## config.mk

```make
export PLATFORM = sky130hd
export DESIGN_NAME = sap_program_loader
export DESIGN_NICKNAME = d
export VERILOG_FILES = /design/src/rtl/sap_program_loader.sv
export SDC_FILE = /design/constraint.sdc
export NUM_CORES = 1
export LEC_CHECK = 0
export ABC_AREA = 1
export BUFFER_PORTS_ARGS = -buffer_cell sky130_fd_sc_hd__buf_2
export CAP_MARGIN = 20
export CORE_UTILIZATION = 52
export CTS_CLUSTER_SIZE = 14
export DETAILED_ROUTE_END_ITERATION = 8
export MAX_ROUTING_LAYER = met4
export PLACE_DENSITY = 0.87
export SYNTH_ARGS = -nofsm -noshare
export SYNTH_HDL_FRONTEND = slang
export SYNTH_SLANG_ARGS = --single-unit
```

## constraint.sdc

```tcl
create_clock -name i_clock -period 4.5 [get_ports i_clock]
set_input_delay 0.9 -clock i_clock [delete_from_list [all_inputs] [get_ports i_clock]]
set_output_delay 0.9 -clock i_clock [all_outputs]
set_load 0.01 [all_outputs]
```

## src/rtl/sap_program_loader.sv

```systemverilog
// sap_program_loader: streams a SAP program into the 16x16 instruction RAM
// and arbitrates RAM access with the CPU. Optional: SAP_LOADER_CHECKSUM_EN.
module sap_program_loader #(
   parameter int ADDR_WIDTH = 4,
   parameter int BYTE_WIDTH = 8
) (
   input  logic                    i_clock,
   input  logic                    i_reset,
   input  logic                    i_start,
   input  logic [ADDR_WIDTH:0]     i_word_count,
   input  logic                    i_byte_valid,
   input  logic [BYTE_WIDTH-1:0]   i_byte,
   output logic                    o_byte_ready,
   input  logic [ADDR_WIDTH-1:0]   i_cpu_address,
   input  logic [2*BYTE_WIDTH-1:0] i_cpu_data,
   input  logic                    i_cpu_write,
   input  logic                    i_cpu_read,
   output logic [ADDR_WIDTH-1:0]   o_ram_address,
   output logic [2*BYTE_WIDTH-1:0] o_ram_data,
   output logic                    o_ram_write,
   output logic                    o_ram_read,
   output logic                    o_cpu_hold,
   output logic                    o_busy,
   output logic                    o_done,
   output logic                    o_error
);

   localparam int CW = ADDR_WIDTH + 1;
   localparam logic [CW-1:0] DEPTH = CW'(2 ** ADDR_WIDTH);

`ifdef SAP_LOADER_CHECKSUM_EN
   typedef enum logic [2:0] {
      S_IDLE, S_HI, S_LO, S_WRITE, S_DONE, S_CHK
   } state_t;
`else
   typedef enum logic [2:0] {
      S_IDLE, S_HI, S_LO, S_WRITE, S_DONE
   } state_t;
`endif

   state_t                  state_q, state_d;
   logic [ADDR_WIDTH-1:0]   ptr_q, ptr_d;
   logic [CW-1:0]           count_q, count_d;
   logic [BYTE_WIDTH-1:0]   op_q, op_d;
   logic [BYTE_WIDTH-1:0]   opnd_q, opnd_d;
   logic                    busy_q, busy_d;
   logic                    hold_q, hold_d;
   logic                    done_q, done_d;
   logic                    error_q, error_d;
`ifdef SAP_LOADER_CHECKSUM_EN
   logic [BYTE_WIDTH-1:0]   sum_q, sum_d;
`endif

   logic            accept;
   logic            last_word;
   logic [CW-1:0]   count_sat;

   assign o_byte_ready = (state_q == S_HI) || (state_q == S_LO)
`ifdef SAP_LOADER_CHECKSUM_EN
                      || (state_q == S_CHK)
`endif
                      ;
   assign accept    = i_byte_valid & o_byte_ready;
   assign last_word = ({1'b0, ptr_q} == (count_q - CW'(1)));
   assign count_sat = (i_word_count > DEPTH) ? DEPTH : i_word_count;

   assign o_busy     = busy_q;
   assign o_cpu_hold = hold_q;
   assign o_done     = done_q;
   assign o_error    = error_q;

   // Next-state logic: load sequencing, error tracking and status flags.
   always_comb begin
      state_d = state_q;
      ptr_d   = ptr_q;
      count_d = count_q;
      op_d    = op_q;
      opnd_d  = opnd_q;
      error_d = error_q;
`ifdef SAP_LOADER_CHECKSUM_EN
      sum_d   = sum_q;
`endif
      unique case (state_q)
         S_IDLE: begin
            if (i_start) begin
               count_d = count_sat;
               ptr_d   = '0;
               error_d = 1'b0;
`ifdef SAP_LOADER_CHECKSUM_EN
               sum_d   = '0;
`endif
               state_d = (count_sat == '0) ? S_DONE : S_HI;
            end
         end
         S_HI: begin
            if (accept) begin
               op_d    = i_byte;
`ifdef SAP_LOADER_CHECKSUM_EN
               sum_d   = sum_q + i_byte;
`endif
               state_d = S_LO;
            end
         end
         S_LO: begin
            if (accept) begin
               opnd_d  = i_byte;
`ifdef SAP_LOADER_CHECKSUM_EN
               sum_d   = sum_q + i_byte;
`endif
               state_d = S_WRITE;
            end
         end
         S_WRITE: begin
            if (last_word) begin
`ifdef SAP_LOADER_CHECKSUM_EN
               state_d = S_CHK;
`else
               state_d = S_DONE;
`endif
            end else begin
               ptr_d   = ptr_q + ADDR_WIDTH'(1);
               state_d = S_HI;
            end
         end
`ifdef SAP_LOADER_CHECKSUM_EN
         S_CHK: begin
            if (accept) begin
               if (i_byte != sum_q) error_d = 1'b1;
               state_d = S_DONE;
            end
         end
`endif
         S_DONE: state_d = S_IDLE;
         default: state_d = S_IDLE;
      endcase
      if (state_q != S_IDLE && (i_cpu_write || i_cpu_read))
         error_d = 1'b1;
      busy_d = (state_d != S_IDLE) && (state_d != S_DONE);
      hold_d = (state_d != S_IDLE);
      done_d = (state_d == S_DONE);
   end

   // RAM port mux: CPU passthrough while idle, loader otherwise.
   always_comb begin
      if (state_q == S_IDLE) begin
         o_ram_address = i_cpu_address;
         o_ram_data    = i_cpu_data;
         o_ram_write   = i_cpu_write;
         o_ram_read    = i_cpu_read;
      end else begin
         o_ram_address = ptr_q;
         o_ram_data    = {op_q, opnd_q};
         o_ram_write   = (state_q == S_WRITE);
         o_ram_read    = 1'b0;
      end
   end

   // State and registered outputs; reset aborts any load in flight.
   always_ff @(posedge i_clock or negedge i_reset) begin
      if (!i_reset) begin
         state_q <= S_IDLE;
         ptr_q   <= '0;
         count_q <= '0;
         op_q    <= '0;
         opnd_q  <= '0;
         busy_q  <= 1'b0;
         hold_q  <= 1'b0;
         done_q  <= 1'b0;
         error_q <= 1'b0;
`ifdef SAP_LOADER_CHECKSUM_EN
         sum_q   <= '0;
`endif
      end else begin
         state_q <= state_d;
         ptr_q   <= ptr_d;
         count_q <= count_d;
         op_q    <= op_d;
         opnd_q  <= opnd_d;
         busy_q  <= busy_d;
         hold_q  <= hold_d;
         done_q  <= done_d;
         error_q <= error_d;
`ifdef SAP_LOADER_CHECKSUM_EN
         sum_q   <= sum_d;
`endif
      end
   end

endmodule

```

==> flow_metrics.env, run 1 <==
export IMPL_p_leak_nw=1.315
export IMPL_synth_warnings=0
export IMPL_gp_congestion=0.8126
export IMPL_wl_per_cell_um=10.46
export IMPL_ys_ff_latch=32
export IMPL_crit_type="flip-flop to output pin"
export IMPL_setup_viol=0
export IMPL_arrival_ns=2.23
export IMPL_worst_slack_ns=1.366
export IMPL_grt_usage=0.2380
export IMPL_grt_pass1_wl_mm=5.982
export IMPL_drc=0
export IMPL_place_inst=350
export IMPL_final_instance_count_excl_fill=358
export IMPL_post_cts_buffers=0
export IMPL_dp_hpwl_mm=2.884
export IMPL_ir_worst_vdd_uv=321.6
export IMPL_status="complete, no violations"
export IMPL_htreeDepth=2
export IMPL_rsz0062_at_grt="no"
export IMPL_drt_wl_total_mm=3.744
export IMPL_crit_path_start_kind="flip-flop"
export IMPL_ios=66
export IMPL_end_kind="output pin"
export IMPL_numPortBuffers=65
export IMPL_clk_path_buf_depth=2
export IMPL_cpLargestDelayFamily="simple AND/OR/NAND/NOR gates"
export IMPL_clkLatencyLatePin_ns=0.34
export IMPL_antennaDiodeCount=0
export IMPL_die_y_um=59.58
export IMPL_initial_core_util=0.5556
export IMPL_hp_class="flip-flop to flip-flop"
export IMPL_fin_util=0.7020
export IMPL_yosys_area_share_simple=0.3505
export IMPL_drt_first_pass_iters=4
export IMPL_synth_area_mux_share=0
export IMPL_grt_max_degree=33
export IMPL_dieArea_mm2=0.003550
export IMPL_path_buf_inv=2
export IMPL_synth_top_area_share=0.4644
export IMPL_slew_violations=0
export IMPL_synthAdderAreaFrac=0.01451
export IMPL_viasPerCell=4.779
export IMPL_finalCriticalPeriod_ns=3.134
export IMPL_worst_pin_slew_ns=0.9145
export IMPL_worst_hold_slack_ns=0.4956
export IMPL_ctsResizeCount=0
export IMPL_yosys_area_top_type="dfrtp_1"
export IMPL_maxSlewHeadroom=0.3883
export IMPL_synth_xor_area_frac=0.01016
export IMPL_clock_sinks=32
export IMPL_period_share=0.6964
export IMPL_antenna_left=0
export IMPL_cts_tree="built"
export IMPL_netlist_cell_type_count=19
export IMPL_synth_compound_area_frac=0.08273
export IMPL_cp_max_fo=26
export IMPL_cp_common_cell="nand2_1"
export IMPL_core_area_mm2=0.003103
export IMPL_clk_pin_slew_ns=0.10
export IMPL_cts_buffers=5
export IMPL_synth_cells=246
export IMPL_ys_seq_area_frac=0.4644
export IMPL_hold_viol_final=0
export IMPL_fin_area_mm2=0.002178
export IMPL_cpPeakStageDelay_ns=0.79
export IMPL_fin_skew_ns=0.01337
export IMPL_drtIter0Drc=41
export IMPL_powerDensity_mw_per_mm2=674.2
export IMPL_synth_area_top_cells="dfrtp_1 (46%), nand2_1 (24%), o21ai_0 (6.7%)"
export IMPL_grt_pass1_vias=1501
export IMPL_drive_gt1_frac=0.2643
export IMPL_maxCapViolCount=0
export IMPL_dp_slack_ns=1.698
export IMPL_place_area_mm2=0.002083
export IMPL_netlist_area_mm2=0.001724
export IMPL_avgSynthCellArea_um2=7.009
export IMPL_final_nets=354
export IMPL_finalSetupTns_ns=0
export IMPL_cts_root_buffer="clkbuf_4"
export IMPL_synth_top_family_by_area="simple AND/OR/NAND/NOR gates"
export IMPL_vias=1711
export IMPL_n_fill_cell=285
export IMPL_rows=20
export IMPL_cp_required_ns=3.60
export IMPL_die_x_um=59.58
export IMPL_fmax_mhz=319.1
export IMPL_syn_nets=287
export IMPL_grt_ovfl_total=0
export IMPL_antenna_found_initial=0
export IMPL_total_power_mw=1.469
export IMPL_syn_to_final_growth_pct=26.34
export IMPL_path_cells="nor3_4 -> inv_2 -> nand2_1 -> nand2_1 -> buf_2"
export IMPL_holdBufCountCts=0
export IMPL_worst_path_max_delay_cell="nor3_4"
final cells by class:
class                      count  area (um^2)  share of cell area
sequential                    32        800.8              0.3676
multi-input combinational    179        789.5              0.3624
timing repair buffer          65        325.3              0.1493
inverter                      30        112.6             0.05169
clock buffer                   7        65.06             0.02987
tap                           44        55.05             0.02527
clock inverter                 1        30.03             0.01379
final timing paths:
check,from,to,slack (ns),cells after the start
min in group asynchronous,i_reset,ptr_q[3],0.59,1
max in group asynchronous,i_reset,state_q[2],3.47,1
min reg2reg,op_q[2],op_q[2],0.50,2
min,op_q[2],op_q[2],0.50,2
max reg2reg,state_q[2],o_cpu_hold,2.53,7
max,state_q[2],o_ram_data[7],1.37,5
state kept, by name, summed over array words and instances, names as in the netlist:
| register | count |
|---|---|
| op_q | 8 |
| state_q | 3 |
| ptr_q | 4 |
| o_busy | 1 |
| o_cpu_hold | 1 |
| o_done | 1 |
| count_q | 5 |
| opnd_q | 8 |
| o_error | 1 |
tightest hold or removal path, cell delays in order, from the launching register on:
cell and delay (ns):
dfrtp_1 0.36, nand2_1 0.05, o21ai_0 0.06
cell usage after synthesis:
library cell	number
nor3_2	1
nand2_4	1
dfrtp_1	32
clkbuf_1	3
nand2_1	111
o22ai_1	2
nor2_2	2
nor2_1	16
nand3_1	13
inv_2	3
xnor2_1	1
o21ai_0	23
ha_1	2
a21oi_1	3
nor3_4	1
buf_2	2
nand2_2	2
xor2_1	1
inv_1	27
metal layers:
metal	up-vias	routed length, um	GRT usage
met5	-	0	-
met3	11	172	0.05022
li1	892	-	-
met2	50	1874	0.3965
met1	758	1618	0.2720
met4	0	79	0.1163
layout by cell type (no fill, tap or decap):
cell and instances:
a21oi_1 3, buf_2 65, bufinv_16 1, clkbuf_4 5
clkbuf_8 2, dfrtp_1 32, ha_1 2, inv_1 27
inv_2 3, nand2_1 111, nand2_2 2, nand2_4 1
nand3_1 13, nor2_1 16, nor2_2 2, nor3_2 1
nor3_4 1, o21ai_0 23, o22ai_1 2, xnor2_1 1
xor2_1 1
power by group:
group | internal (mW) | switching [mW] | leakage [nW] | total, mW
logic | 0.276 | 0.465 | 0.859 | 0.741
clock network | 0.147 | 0.0976 | 0.0515 | 0.245
registers | 0.403 | 0.0795 | 0.405 | 0.483
cells by family (layout without fill, tap and decap cells):
| kind of cell | Yosys count | count (layout) |
|---|---|---|
| simple gates | 147 | 147 |
| xor+xnor | 2 | 2 |
| fa+ha+maj | 2 | 2 |
| buf+inv | 35 | 103 |
| flops | 32 | 32 |
| compound gates | 28 | 28 |
Power figures use the tool's default switching activity.
==> run 2: changes to the inputs <==
Settings changed: ABC_AREA 1 to 0, CORE_UTILIZATION 52 to 49, PLACE_DENSITY 0.87 to 0.83.
Clock period 4.5 ns to 2.9 ns, I/O delays scaled along.
==> run 2 against run 1 <==
Effect of this change:
- worst hold slack got worse by 0.23 ns
- non-clock buffer count rose by 2
- clock-buffer cell count fell by 1
- sequential share of layout area fell by 0.15 points
- setup slack got worse by 0.88 ns
- register-to-register slack got worse by 1.5 ns
- via count fell by 21%
- critical endpoint is now o_ram_address[3]
- highest routed layer unchanged
==> flow_metrics.env, run 2 <==
export IMPL_n_fill_cell=277
export IMPL_rows=21
export IMPL_grt_pass1_wl_mm=5.471
export IMPL_antenna_found_initial=0
export IMPL_finalSetupTns_ns=0
export IMPL_cp_max_fo=13
export IMPL_syn_to_final_growth_pct=24.06
export IMPL_synth_top_area_share=0.4542
export IMPL_antennaDiodeCount=0
export IMPL_cts_buffers=5
export IMPL_path_cells="nor3_4 -> buf_4 -> mux2_2 -> buf_2"
export IMPL_path_buf_inv=2
export IMPL_htreeDepth=2
export IMPL_worst_pin_slew_ns=0.6984
export IMPL_end_kind="output pin"
export IMPL_wl_per_cell_um=12.88
export IMPL_slew_violations=0
export IMPL_synth_edf_count=0
export IMPL_maxCapViolCount=0
export IMPL_viasPerCell=5.067
export IMPL_cp_required_ns=2.32
export IMPL_finalCriticalPeriod_ns=2.410
export IMPL_numPortBuffers=65
export IMPL_die_x_um=61.98
export IMPL_synth_area_top_cells="dfrtp_1 (45%), mux2_2 (22%), nand2_1 (3.2%)"
export IMPL_p_leak_nw=1.018
export IMPL_ys_async_sr_fraction=1.000
export IMPL_switchingPower_mw=0.8666
export IMPL_core_area_mm2=0.003390
export IMPL_synth_cells=153
export IMPL_antenna_left=0
export IMPL_die_y_um=61.98
export IMPL_cpLargestDelayFamily="flip-flops"
export IMPL_grt_max_degree=33
export IMPL_vias=1358
export IMPL_drt_wl_total_mm=3.451
export IMPL_dieArea_mm2=0.003842
export IMPL_holdBufCountCts=0
export IMPL_period_share=0.8311
export IMPL_grt_usage=0.2090
export IMPL_maxSlewHeadroom=0.5344
export IMPL_rsz0062_at_grt="no"
export IMPL_hold_viol_final=0
export IMPL_pwr_share_clk=0.119
export IMPL_clk_pin_slew_ns=0.11
export IMPL_cts_tree="built"
export IMPL_netlist_cell_type_count=34
export IMPL_fin_skew_ns=0.02196
export IMPL_powerDensity_mw_per_mm2=1031
export IMPL_final_nets=262
export IMPL_ctsResizeCount=0
export IMPL_gp_congestion=0.7572
export IMPL_cts_root_buffer="clkbuf_4"
export IMPL_crit_path_start_kind="flip-flop"
export IMPL_synth_main_ff_cell="dfrtp_1"
export IMPL_clock_sinks=32
export IMPL_ir_worst_vdd_uv=504.1
export IMPL_synth_commonest_cells="mux2_2 (35), dfrtp_1 (32), nand2_1 (15)"
export IMPL_cpPeakStageDelay_ns=0.54
export IMPL_seqCellArea_um2=800.8
export IMPL_hp_class="input port to asynchronous set/reset pin"
export IMPL_crit_type="flip-flop to output pin"
export IMPL_setup_viol=0
export IMPL_fin_area_mm2=0.002187
export IMPL_intPower_mw=1.388
export IMPL_yosys_area_top_type="dfrtp_1"
export IMPL_arrival_ns=1.83
export IMPL_clkLatencyLatePin_ns=0.34
export IMPL_ys_seq_area_frac=0.4542
export IMPL_worst_path_max_delay_cell="dfrtp_1"
export IMPL_place_area_mm2=0.002126
export IMPL_synth_warnings=0
export IMPL_fmax_mhz=414.9
export IMPL_post_cts_buffers=0
export IMPL_ios=66
export IMPL_drive_gt1_frac=0.5360
export IMPL_drc=0
export IMPL_p_seq_frac=0.369
export IMPL_dp_hpwl_mm=2.579
export IMPL_avgSynthCellArea_um2=11.52
export IMPL_grt_ovfl_total=0
export IMPL_syn_nets=194
export IMPL_drtIter0Drc=36
export IMPL_clk_path_buf_depth=2
export IMPL_drt_first_pass_iters=4
export IMPL_top_regs="op_q: 8 flops, opnd_q: 8 flops, count_q: 5 flops"
export IMPL_initial_core_util=0.5201
export IMPL_final_common_cell="buf_2"
export IMPL_final_cell_mix="buf_2 (65), mux2_2 (35), dfrtp_1 (32), nand2_1 (15), nand2b_1 (9)"
export IMPL_swShare=0.3843
export IMPL_status="complete, no violations"
export IMPL_ys_ff_latch=32
export IMPL_yosysMostFrequentCell="mux2_2"
export IMPL_grt_pass1_vias=1188
export IMPL_multi_input_area_um2=912.1
export IMPL_netlist_area_mm2=0.001763
export IMPL_comb_power_share=0.511
run 2: layout make-up:
class	instances	area share
Sequential cell	32	0.3661
Clock inverter	2	0.004577
Inverter	4	0.006865
Timing Repair Buffer	67	0.1556
Clock buffer	6	0.02346
Multi-Input combinational cell	111	0.4170
Tap cell	46	0.02632
run 2: per-stage QoR:
stage                 util  power (mW)  worst slack (ns)  hold WS [ns]  instances
global placement    0.6272       1.964            0.8723        0.4928        260
global route        0.6453       2.450            0.3798        0.3106        268
CTS                 0.6453       2.280            0.4606        0.2886        268
finish              0.6453       2.255            0.4897        0.2685        268
detailed placement  0.6272       2.000            0.8390        0.4942        260
floorplan                -       1.649            0.8762        0.2844        153
run 2: path summary, 6_finish.rpt:
check	end	slack, ns	start	cells after the start
max in group asynchronous	count_q[4]	2.17	i_reset	1
max reg2reg	opnd_q[3]	1.00	state_q[0]	3
min in group i_clock	op_q[1]	0.48	i_byte[1]	2
min	count_q[3]	0.27	i_reset	1
max	o_ram_address[3]	0.49	state_q[2]	4
min reg2reg	opnd_q[4]	0.52	opnd_q[4]	1
run 2: layer usage:
| layer | wire [um] | vias up | GRT usage | share of wire |
|---|---|---|---|---|
| li1 | - | 678 | - | - |
| met1 | 1619 | 626 | 0.2679 | 0.47 |
| met2 | 1618 | 52 | 0.3176 | 0.47 |
| met3 | 190 | 2 | 0.06832 | 0.055 |
| met4 | 23 | 0 | 0.05714 | 0.0067 |
| met5 | 0 | - | - | 0 |
run 2: power groups by stage:
stage	combinational, mW	sequential [mW]	clock (mW)
global route	1.28	0.867	0.299
global placement	1.13	0.831	0
detailed placement	1.17	0.835	0
CTS	1.17	0.832	0.275
finish	1.15	0.833	0.269
floorplan	0.893	0.756	0
run 2: logic make-up after synthesis:
logic type / synth area share
AOI/OAI and AO/OA: 0.07309
xor gates and xnor gates: 0.02484
adders and majority gates: 0.01419
buffers and inverters: 0.02838
DFF: 0.4542
muxes: 0.2470
and+or+nand+nor: 0.1583
==> run 3: changes to the inputs <==
Settings changed: CORE_UTILIZATION 49 to 44, PLACE_DENSITY 0.83 to 0.79.
Clock period 2.9 ns to 2.05 ns, I/O delays scaled along.
==> run 3 against run 2 <==
Effect of this change:
- cell count increased by 1.9%
- combinational power increased by 54%
- sequential cell count unchanged
- worst hold slack got worse by 0.10 ns
- power increased by 52%
- register-to-register slack got worse by 0.75 ns
- clock skew decreased by 0.015 ns
- clock-buffer cell count increased by 1
- sequential power increased by 36%
- design area increased by 4.2%
- non-clock buffer count increased by 4
- critical path type unchanged
- largest power group unchanged
==> flow_metrics.env, run 3 (synthesis results as in run 2) <==
export IMPL_ir_worst_vdd_uv=756.0
export IMPL_gp_congestion=0.8314
export IMPL_antenna_left=0
export IMPL_p_seq_frac=0.331
export IMPL_rsz0062_at_grt="yes"
export IMPL_antenna_found_initial=0
export IMPL_die_y_um=65.30
export IMPL_vias=1387
export IMPL_intPower_mw=2.171
export IMPL_viasPerCell=5.081
export IMPL_fmax_mhz=495.3
export IMPL_htreeDepth=2
export IMPL_fin_skew_ns=0.007339
export IMPL_worst_slack_ns=0.03122
export IMPL_numPortBuffers=65
export IMPL_drtIter0Drc=55
export IMPL_ios=66
export IMPL_drc=0
export IMPL_fin_util=0.6086
export IMPL_hp_class="input port to asynchronous set/reset pin"
export IMPL_cp_max_fo=13
export IMPL_pwr_share_clk=0.151
export IMPL_clk_pin_slew_ns=0.07
export IMPL_clk_path_buf_depth=2
export IMPL_cts_buffers=5
export IMPL_dieArea_mm2=0.004264
export IMPL_holdBufCountCts=0
export IMPL_drt_first_pass_iters=4
export IMPL_end_kind="output pin"
export IMPL_initial_core_util=0.4709
export IMPL_final_cell_mix="buf_2 (65), mux2_2 (31), dfrtp_1 (31), nand2_1 (15), nand2b_1 (9)"
export IMPL_period_share=0.9848
export IMPL_slew_violations=0
export IMPL_maxSlewHeadroom=0.5488
export IMPL_grt_pass1_wl_mm=5.858
export IMPL_dp_slack_ns=0.2843
export IMPL_syn_to_final_growth_pct=29.24
export IMPL_antennaDiodeCount=0
export IMPL_hold_viol_final=0
export IMPL_place_area_mm2=0.002158
export IMPL_crit_type="flip-flop to output pin"
export IMPL_fin_area_mm2=0.002278
export IMPL_grt_pass1_vias=1320
export IMPL_cts_root_buffer="clkbuf_8"
export IMPL_powerDensity_mw_per_mm2=1501
export IMPL_dp_hpwl_mm=2.657
export IMPL_die_x_um=65.30
export IMPL_grt_ovfl_total=0
export IMPL_final_nets=266
export IMPL_worst_hold_slack_ns=0.1689
export IMPL_rows=22
export IMPL_comb_power_share=0.518
export IMPL_core_area_mm2=0.003744
export IMPL_worst_pin_slew_ns=0.6768
export IMPL_clkLatencyLatePin_ns=0.28
export IMPL_drt_wl_total_mm=3.613
export IMPL_wl_per_cell_um=13.23
export IMPL_status="complete, no violations"
export IMPL_maxCapViolCount=0
export IMPL_clock_sinks=32
export IMPL_swShare=0.3651
export IMPL_grt_usage=0.1896
export IMPL_setup_viol=0
export IMPL_crit_path_start_kind="flip-flop"
export IMPL_top_regs="op_q: 8 flops, opnd_q: 8 flops, count_q: 5 flops"
export IMPL_grt_max_degree=33
export IMPL_total_power_mw=3.419
export IMPL_finalCriticalPeriod_ns=2.019
export IMPL_drive_gt1_frac=0.5467
export IMPL_cp_required_ns=1.64
export IMPL_switchingPower_mw=1.248
export IMPL_cts_tree="built"
export IMPL_arrival_ns=1.61
export IMPL_final_common_cell="buf_2"
export IMPL_p_leak_nw=1.066
[run 3: cell count changes in the layout (fill, tap and decap cells not counted), sizes merged]
| cell | previous run | this run |
|---|---|---|
| clkinv | 2 | 0 |
| clkbuf | 6 | 7 |
| buf | 67 | 71 |
[run 3: timing repair]
item                                    in CTS  in global routing
endpoints found under the setup margin       1                 18
resized for setup                            2                  5
buffers inserted                             0                  0
[run 3: final timing paths]
check	cells after the start	slack, ns	endpoint	from
setup / recovery	4	0.03	o_ram_data[7]	state_q[2]
hold / removal	1	0.17	o_error	i_reset
setup reg to reg	7	0.25	state_q[0]	count_q[0]
hold reg to reg	1	0.51	op_q[7]	op_q[7]
max in group asynchronous	1	1.41	state_q[0]	i_reset
min in group i_clock	2	0.37	o_done	i_word_count[0]
[run 3: power groups by stage]
stage               registers, mW  clock network [mW]  logic [mW]
floorplan                    1.07                   0        1.26
global placement             1.13                   0        1.68
detailed placement           1.14                   0        1.72
CTS                          1.13               0.528        1.75
global route                 1.18               0.566        1.96
finish                       1.13               0.517        1.77
[run 3: final cells by class]
class	instances	area [um^2]
repair buffers	71	377.9
multi-input cells	111	927.1
inverters	4	15.01
clock buffers	7	96.34
flip-flops and latches	32	802.0
well taps	48	60.06
fillers	326	1465
[run 3: metrics by stage]
stage / setup TNS, ns / cells
after floorplan: 0 / 153
after global placement: 0 / 266
after detailed placement: 0 / 266
after CTS: 0 / 273
after global routing: -0.4560 / 273
final: 0 / 273
[run 3: critical path, stage by stage, from the launching register on]
cell,delay (ns)
dfrtp_1,0.41
nor3_4,0.24
buf_6,0.20
mux2_2,0.34
buf_2,0.14
[run 3: per-layer routing]
metal / vias to the layer above / part of all wire / GRT usage
met5: - / 0 / -
met4: 0 / 0.013 / 0.08424
met3: 4 / 0.056 / 0.04167
met2: 53 / 0.48 / 0.3080
met1: 650 / 0.45 / 0.2254
li1: 680 / - / -
